===== src/rtl/gate_truth_sweeper.sv =====
// Drives a 2-input gate through 00,01,10,11, samples its output after a settle window
// and scores it against TRUTH. Optional first-fail capture: GATE_SWEEP_FIRSTFAIL_EN.
module gate_truth_sweeper #(
   parameter logic [3:0] TRUTH  = 4'b0001,
   parameter int         SETTLE = 2,
   parameter int         ERR_W  = 4
) (
   input  logic             clk,
   input  logic             rst,
   input  logic             start,
   output logic             a_o,
   output logic             b_o,
   input  logic             c_i,
   output logic             busy,
   output logic             done,
   output logic             pass,
`ifdef GATE_SWEEP_FIRSTFAIL_EN
   output logic [1:0]       first_fail,
   output logic             first_fail_vld,
`endif
   output logic [ERR_W-1:0] err_cnt
);

   localparam int               CNT_W    = (SETTLE > 0) ? $clog2(SETTLE + 1) : 1;
   localparam logic [CNT_W-1:0] CNT_INIT = CNT_W'(SETTLE);

   typedef enum logic [1:0] {IDLE, DRIVE, DONE} state_t;

   state_t           state, state_nxt;
   logic [1:0]       idx, idx_nxt;
   logic [1:0]       vec, vec_nxt;
   logic [CNT_W-1:0] cnt, cnt_nxt;
   logic             busy_nxt, done_nxt, pass_nxt;
   logic [ERR_W-1:0] err_nxt, err_upd;
   logic             mismatch;
`ifdef GATE_SWEEP_FIRSTFAIL_EN
   logic [1:0]       ff_nxt;
   logic             ff_vld_nxt;
`endif

   assign a_o = vec[1];
   assign b_o = vec[0];

   assign mismatch = (c_i != TRUTH[idx]);
   assign err_upd  = (mismatch && (err_cnt != '1)) ? err_cnt + ERR_W'(1) : err_cnt;

   always_comb begin
      // NOTE: every next-state signal gets its hold value first, so no path through the case infers a latch.
      state_nxt = state;
      idx_nxt   = idx;
      vec_nxt   = vec;
      cnt_nxt   = cnt;
      busy_nxt  = busy;
      done_nxt  = done;
      pass_nxt  = pass;
      err_nxt   = err_cnt;
`ifdef GATE_SWEEP_FIRSTFAIL_EN
      ff_nxt     = first_fail;
      ff_vld_nxt = first_fail_vld;
`endif
      case (state)
         IDLE, DONE: begin
            if (start) begin
               state_nxt = DRIVE;
               idx_nxt   = 2'd0;
               vec_nxt   = 2'd0;
               cnt_nxt   = CNT_INIT;
               err_nxt   = '0;
               busy_nxt  = 1'b1;
               done_nxt  = 1'b0;
               pass_nxt  = 1'b0;
`ifdef GATE_SWEEP_FIRSTFAIL_EN
               ff_nxt     = 2'd0;
               ff_vld_nxt = 1'b0;
`endif
            end
         end
         DRIVE: begin
            if (cnt != '0) begin
               cnt_nxt = cnt - CNT_W'(1);
            end else begin
               err_nxt = err_upd;
`ifdef GATE_SWEEP_FIRSTFAIL_EN
               if (mismatch && !first_fail_vld) begin
                  ff_nxt     = idx;
                  ff_vld_nxt = 1'b1;
               end
`endif
               if (idx != 2'd3) begin
                  idx_nxt = idx + 2'd1;
                  vec_nxt = idx + 2'd1;
                  cnt_nxt = CNT_INIT;
               end else begin
                  // The verdict must include this edge's compare, so it uses err_upd.
                  state_nxt = DONE;
                  busy_nxt  = 1'b0;
                  done_nxt  = 1'b1;
                  vec_nxt   = 2'd0;
                  pass_nxt  = (err_upd == '0);
               end
            end
         end
         default: state_nxt = IDLE;
      endcase
   end

   // NOTE: sequential state uses non-blocking assignments so all registers update from the same pre-edge values.
   always_ff @(posedge clk or posedge rst) begin
      if (rst) begin
         state   <= IDLE;
         idx     <= 2'd0;
         vec     <= 2'd0;
         cnt     <= '0;
         busy    <= 1'b0;
         done    <= 1'b0;
         pass    <= 1'b0;
         err_cnt <= '0;
`ifdef GATE_SWEEP_FIRSTFAIL_EN
         first_fail     <= 2'd0;
         first_fail_vld <= 1'b0;
`endif
      end else begin
         state   <= state_nxt;
         idx     <= idx_nxt;
         vec     <= vec_nxt;
         cnt     <= cnt_nxt;
         busy    <= busy_nxt;
         done    <= done_nxt;
         pass    <= pass_nxt;
         err_cnt <= err_nxt;
`ifdef GATE_SWEEP_FIRSTFAIL_EN
         first_fail     <= ff_nxt;
         first_fail_vld <= ff_vld_nxt;
`endif
      end
   end

endmodule


===== config.mk =====
export PLATFORM = sky130hd
export DESIGN_NAME = gate_truth_sweeper
export DESIGN_NICKNAME = d
export VERILOG_FILES = /design/src/rtl/gate_truth_sweeper.sv
export SDC_FILE = /design/constraint.sdc
export NUM_CORES = 1
export LEC_CHECK = 0
export CORE_MARGIN = 8
export CORE_UTILIZATION = 50
export CTS_CLUSTER_SIZE = 8
export DETAILED_ROUTE_END_ITERATION = 10
export GPL_TIMING_DRIVEN = 1
export HOLD_SLACK_MARGIN = 0.08
export PLACE_DENSITY = 0.85
export SETUP_SLACK_MARGIN = 0.1
export SYNTH_ARGS = -nofsm -noshare
export SYNTH_HDL_FRONTEND = slang
export SYNTH_SLANG_ARGS = --single-unit

===== constraint.sdc =====
create_clock -name clk -period 3.7 [get_ports clk]
set_input_delay 0.555 -clock clk [delete_from_list [all_inputs] [get_ports clk]]
set_output_delay 0.555 -clock clk [all_outputs]
set_load 0.05 [all_outputs]

# Word level (Yosys, flattened, before mapping)

Index checks and enable logic that the tools add are counted.

Register bits after elaboration: 15

Equality and inequality tests: 10
Add/subtract/negate cells: 3
Order comparisons: 1
Reduce and logical (&&, ||, !) cells: 11
Multiplexer cells: 32

Operators with widths:

| kind                  | count |
|---|---|
| $mux W2               | 11 |
| $pmux W2 S2           | 4 |
| $mux W4               | 3 |
| $ne A2 B2 Y1 const B  | 5 |
| $mux W1               | 9 |
| $reduce_and A3 Y1     | 3 |
| $pmux W4 S2           | 1 |
| $reduce_and A4 Y1     | 2 |
| $pmux W1 S2           | 3 |
| $add A4 B1 Y4 const B | 1 |
| $logic_not A4 Y1      | 1 |
| $ne A4 B4 Y1 const B  | 1 |
| $reduce_bool A2 Y1    | 2 |
| $lt A2 B3 Y1 const B  | 1 |
| $ne A3 B3 Y1 const B  | 1 |
| $add A2 B1 Y2 const B | 1 |
| $bmux W1 S2           | 1 |
| $eq A2 B1 Y1 const B  | 1 |
| $eq A2 B2 Y1 const B  | 1 |
| $logic_not A2 Y1      | 1 |
| $reduce_or A2 Y1      | 1 |
| $sub A2 B1 Y2 const B | 1 |
| $logic_and A1 B1 Y1   | 1 |
| $ne A1 B1 Y1          | 1 |

# Longest topological paths before layout

Gate-level depths: netlist (run 1).

Word-level depth: 9
Gate-level depth with buffers: 6

# Worst setup path before layout (run 1)

Ideal clock, no wire load.

Path type: register to register
Start: register err_cnt[0]
End: register pass
Path buffers: 0
Stages on the path, launching flop included: 5
Path slack: 2.007 ns
Arrival: 1.582 ns
Required time: 3.589 ns
Library setup time: 0.111 ns
Path through: dfrtp_1 ha_1 a31oi_4 mux2i_1 o41ai_1

Cells in the longest elaborated chain, start to end: 7
Elaborated cells between the ends (all ways): 8
Those cells by class: add/sub: 1; eq/ne: 1; mux: 4; reduce/logical: 2

RTL lines:

| what                                                  | RTL line | text |
|---|---|---|
| from (decl)                                           | 21       | `output logic [ERR_W-1:0] err_cnt` |
| from (signal assigned)                                | 130      | `err_cnt <= err_nxt;` |
| branches (longest 2 deep; another with $add A4 B1 Y4) | n/a      |  |
| $mux W4 (*)                                           | 45       | `assign err_upd = (mismatch && (err_cnt != '1)) ? err_cnt + ERR_W'(1) : err_cnt;` |
| $logic_not A4 Y1 (*)                                  | 99       | `pass_nxt = (err_upd == '0);` |
| $mux W1 (*)                                           | 89       | `if (idx != 2'd3) begin` |
| $mux W1 (*)                                           | 79       | `if (cnt != '0) begin` |
| $pmux W1 S2 (*)                                       | 61       | `case (state)` |
| to (signal assigned)                                  | 129      | `pass <= pass_nxt;` |
| to (decl)                                             | 16       | `output logic pass,` |

Mark *: on every way between the ends. The select of a mux whose other input is x is not followed.
A chain may end at the register's enable or synchronous reset.

# Worst setup path after layout (run 1)

Start: register err_cnt[2]
End: output err_cnt[2]

No word-level cell between the ends.

==> impl_metrics.ini, run 1 <==
[clock_network]
postCtsHoldBufs = 0
clock_path_buffers = 2
cts_tree = done
h-tree-depth = 1
cts_buffers = 3
cts-resized-gates = 0
clock_latency_ns = 0.29
cts_setup_buffers = 0
cts_root_buffer = clkbuf_4
clkSinkCount = 15
clk_pin_slew_ns = 0.09

[pwr]
p_leak_nw = 0.450
peakVddDrop_mv = 0.481
p_per_area_mw_per_mm2 = 908

[routing]
num_vias = 602
wire_per_inst_um = 13.7
drc = 0
dr.pass1.iters = 4
drt_iter0_markers = 16
finalWirelength_um = 1520
via_per_inst = 5.42
postRouteAntennaNets = 0

[place]
gp_congestion = 0.782
io_buffers = 12
hpwl_um = 1160
dp.cells = 107

[logic_synthesis]
synthesis.nets = 89
synth_area_per_cell_um2 = 10.0
netlist_area_um2 = 803
yosys.area.top_type = dfrtp_1
synth_top_area_share = 0.467
yosys_warnings = 0
synth_cells = 80
ys_ff_latch = 15
synth_cell_types = 29
yosysSeqAreaShare = 0.467
synthTopCellsByArea = dfrtp_1 (47%), ha_1 (7.8%), mux2i_1 (3.7%), nand3_1 (3.7%), nand2_1 (3.7%)

[timing]
rsz0062_at_grt = false
relSlewSlack = 0.626
finalSetupTns_ns = 0
period_needed_ns = 2.18
final_hold_viol_count = 0
tightestPinTransition_ns = 0.561
finalSetupViolations = 0
fmax_mhz = 458
fin_crit_sh = 0.590
fin_skew_ns = 0.00281
slew_violations = 0

[global_route]
gr-total-overflow = 0
grt_use_total = 0.103
antenna_found_initial = 0
grt_pass1_vias = 577
grt_max_degree = 16
grt_pass1_wl_um = 2570

[worst_setup_path]
slowest_stage = clkdlybuf4s50_1
crit_path_max_incr_delay_ns = 0.86
cp_data_required_time_ns = 3.14
critPathTopFamily = buffers and inverters
worstPathArrival_ns = 1.63
cp_cell_sequence = clkdlybuf4s50_1
critPathBufInv = 1
worst-path-max-fanout = 7
endpoint_kind = output port
critPathKind = flop to output port
cp-start-kind = flop

[outcome]
status = finished, final reports clean

[floorplanning]
ioPinCount = 13
start_util = 0.533
rows = 14
die_w_um = 56.1
die_h_um = 56.1
core-area_mm2 = 0.00151
die_area_mm2 = 0.00314

[layout]
drive_gt1_frac = 0.0737
n_antenna_cell = 0
final_cell_mix = dfrtp_1 (15), clkdlybuf4s50_1 (12), nand2_1 (8), inv_1 (7), nand3_1 (6)
fin_cells = 111
layout_commonest_cell = dfrtp_1
nNetsFinal = 105
utilization = 0.642
syn2layout_area_growth_pct = 20.4

[hold_path]
hold_class = flop to flop

[job]
maxCapViolations = 0
-- per-stage QoR --
step	hold slack, ns	instance area [um^2]	power [mW]	setup WS, ns
floorplan	0.456	803	0.657	2.01
global placement	0.462	940	0.777	1.82
detailed placement	0.463	940	0.790	1.75
CTS	0.495	967	0.887	1.51
global route	0.530	967	0.945	1.46
finish	0.499	967	0.878	1.52
-- path summary, 6_finish.rpt --
path	from	to	slack, ns	cells after the start
setup / recovery	err_cnt[2]$_DFFE_PP0P_	err_cnt[2]	1.52	1
hold / removal	done$_DFFE_PP0P_	done$_DFFE_PP0P_	0.50	2
setup reg to reg	idx[0]$_DFFE_PP0P_	pass$_DFFE_PP0P_	2.08	6
hold reg to reg	done$_DFFE_PP0P_	done$_DFFE_PP0P_	0.50	2
max in group asynchronous	rst	cnt[1]$_DFFE_PP0P_	2.73	2
min in group asynchronous	rst	vec[0]$_DFFE_PP0P_	0.61	2
-- metal layers --
metal / share of wire / track usage / vias up
met4: 0.036 / 0.0825 / 0
met2: 0.45 / 0.149 / 10
met5: 0 / 0 / -
met3: 0.051 / 0.0365 / 4
li1: - / - / 312
met1: 0.46 / 0.118 / 276
-- sequential cells by signal, summed over array words and instances (netlist names) --
name and cells:
vec 2, idx 2, busy 1, cnt 2
pass 1, err_cnt 4, state 2, done 1
-- power breakdown --
part           leakage, nW  total (mW)  switching [mW]  internal (mW)
registers            0.189       0.284          0.0566          0.228
clock network       0.0177      0.0945          0.0543         0.0402
logic                0.243       0.499           0.305          0.194
-- cells by family (layout without fill, tap and decap cells) --
family / Yosys count / after routing / synth area share
buffers and inverters: 8 / 23 / 0.0374
XOR/XNOR: 2 / 2 / 0.0218
multiplexers: 3 / 3 / 0.0374
flip-flops: 15 / 15 / 0.467
adder cells (fa/ha/maj): 5 / 5 / 0.0779
AO/OA/AOI/OAI: 18 / 18 / 0.171
AND/OR/NAND/NOR: 29 / 29 / 0.187
-- cell usage after synthesis (all sizes together) --
library cell	n
a211oi	2
a21boi	1
a21o	1
a21oi	2
a22o	1
a31o	1
a31oi	2
a41oi	1
and2	1
and2b	2
clkbuf	1
dfrtp	15
ha	5
inv	7
mux2i	3
nand2	8
nand2b	3
nand3	6
nand3b	1
nor2	3
nor2b	2
nor3	3
o21a	1
o21ai	4
o31ai	1
o41ai	1
xnor2	1
xor2	1
-- worst register-to-register path: stages, from the launching register on --
cell     delay, ns
dfrtp_1       0.40
inv_1         0.06
ha_1          0.23
xnor2_1       0.35
a31oi_4       0.06
mux2i_1       0.14
o41ai_1       0.28
-- cell type report --
class	instances	area (um^2)
well taps	16	20.0
inverters	7	26.3
fillers	124	539
flip-flops and latches	15	375
repair buffers	12	120
multi-input cells	57	398
clock buffers	3	22.5
clock inverters	1	5.00
No activity file was read; power rests on OpenSTA's default activity.
==> run 2, diff against run 1 <==
CORE_UTILIZATION = 46   (was 50)
PLACE_DENSITY = 0.83   (was 0.85)
clock period = 1.9 ns   (was 3.7 ns; I/O delays follow)
==> run 2 against run 1 <==
Final cell count up 0.90%. Die area up 6.2%. Clock power up 94%. Register-to-register slack worse by 1.7 ns. Critical path depth unchanged. Non-clock buffer count unchanged. Critical path type unchanged. Critical endpoint is now pass.
==> impl_metrics.ini, run 2 (synthesis results as in run 1) <==
[clock_network]
clock_path_buffers = 2
cts_tree = done
clk_pin_slew_ns = 0.09
clkSinkCount = 15
cts_root_buffer = clkbuf_4
clock_latency_ns = 0.28
postCtsHoldBufs = 0
h-tree-depth = 1
cts_buffers = 3

[layout]
largest_reg_flops = 4
nNetsFinal = 105
drive_gt1_frac = 0.105
fin_cells = 112
layout_commonest_cell = dfrtp_1
top_register = err_cnt
final_cell_mix = dfrtp_1 (15), nand2_1 (8), clkdlybuf4s50_1 (8), inv_1 (7), nand3_1 (6)
n_antenna_cell = 0
syn2layout_area_growth_pct = 20.2

[place]
dp.cells = 108
gp_congestion = 0.771
hpwl_um = 1160
io_buffers = 12
pre_cts_ws_ns = 0.198

[worst_setup_path]
worstPathArrival_ns = 1.47
endpoint = pass
slowest_stage = clkdlybuf4s50_1
r2r-end = err_cnt[3]$_DFFE_PP0P_
cp.depth = 1
r2r_slack_ns = 0.34
crit_path_max_incr_delay_ns = 0.81
endpoint_kind = output port
r2r_cells = 6
r2r-start = cnt[1]$_DFFE_PP0P_
critPathKind = flop to output port
critPathTopFamily = buffers and inverters
cp_cell_sequence = clkdlybuf4s50_1
critPathLaunch = pass$_DFFE_PP0P_
cp-start-kind = flop
cp_data_required_time_ns = 1.62
critPathBufInv = 1
worst-path-max-fanout = 2

[floorplanning]
core-area_mm2 = 0.00169
start_util = 0.476
ioPinCount = 13
die_h_um = 57.8
die_area_mm2 = 0.00334
die_w_um = 57.8
rows = 15

[global_route]
gr-total-overflow = 0
grt_pass1_wl_um = 2780
grt_use_total = 0.103
antenna_found_initial = 0
grt_pass1_vias = 650
grt_max_degree = 16

[routing]
drc = 0
drt_iter0_markers = 12
dr.pass1.iters = 4
via_per_inst = 5.57
finalWirelength_um = 1550
num_vias = 624
wire_per_inst_um = 13.8
postRouteAntennaNets = 0

[pwr]
swShare = 0.475
p_leak_nw = 0.461
comb_power_share = 0.568
power_switching_mw = 0.816
clkPwrFrac = 0.107
p_seq_frac = 0.325
report.power.total_mw = 1.72
p_int_mw = 0.900
p_per_area_mw_per_mm2 = 1780
peakVddDrop_mv = 1.08

[timing]
fin_skew_ns = 0.00436
whs_ns = 0.343
period_needed_ns = 1.76
finalSetupTns_ns = 0
tightestPinTransition_ns = 0.553
fin_crit_sh = 0.926
slew_violations = 0
setup_slack_ns = 0.141
rsz0062_at_grt = false
final_hold_viol_count = 0
relSlewSlack = 0.631
finalSetupViolations = 0
fmax_mhz = 568

[job]
maxCapViolations = 0

[outcome]
status = finished, final reports clean

[hold_path]
hold_class = input pin to asynchronous set/reset pin
==> run 2: cell count changes in the layout (fill, tap and decap cells not counted) <==
cell	delta
xnor2_1	-1
xnor2_2	+1
clkdlybuf4s50_1	-4
dlygate4sd2_1	+1
clkbuf_1	+1
clkinv_2	-1
buf_4	+3
==> run 2: what timing repair did <==
action,CTS,global route
endpoints found under the setup margin,1,1
pin swaps,0,0
resized for setup,1,1
setup buffers,0,0
==> run 2: cell type report <==
class / count / area [um^2]
Inverter: 7 / 26.3
Clock buffer: 4 / 26.3
Tap cell: 17 / 21.3
Timing Repair Buffer: 12 / 111
Sequential cell: 15 / 375
Multi-Input combinational cell: 57 / 405
Fill cell: 152 / 723
==> run 2: power by group through the flow <==
stage               combinational [mW]  sequential, mW  clock [mW]
floorplan                        0.490           0.789           0
global placement                 0.946           0.557           0
detailed placement               0.971           0.563           0
CTS                              0.971           0.557       0.188
global route                      1.08           0.579       0.204
finish                           0.974           0.558       0.183
==> run 2: worst min-delay path by stage <==
stage | endpoint | slack, ns | cells after the start
final | err_cnt[0]$_DFFE_PP0P_ | 0.34 | 2
after global routing | idx[0]$_DFFE_PP0P_ | 0.42 | 2
after CTS | idx[1]$_DFFE_PP0P_ | 0.37 | 2
after detailed placement | done$_DFFE_PP0P_ | 0.47 | 2
after global placement | done$_DFFE_PP0P_ | 0.47 | 2
after floorplan | busy$_DFFE_PP0P_ | 0.19 | 1
==> run 2: routing by layer <==
metal,GRT usage,vias to the layer above,part of all wire
met1,0.118,292,0.49
met5,0,-,0
li1,-,314,-
met4,0.0594,0,0.023
met3,0.0331,4,0.061
met2,0.164,14,0.43
==> run 2: through the flow <==
stage	utilization	instance area [um^2]
floorplan	-	803
global placement	0.553	933
detailed placement	0.553	933
CTS	0.567	958
global route	0.572	966
finish	0.572	966
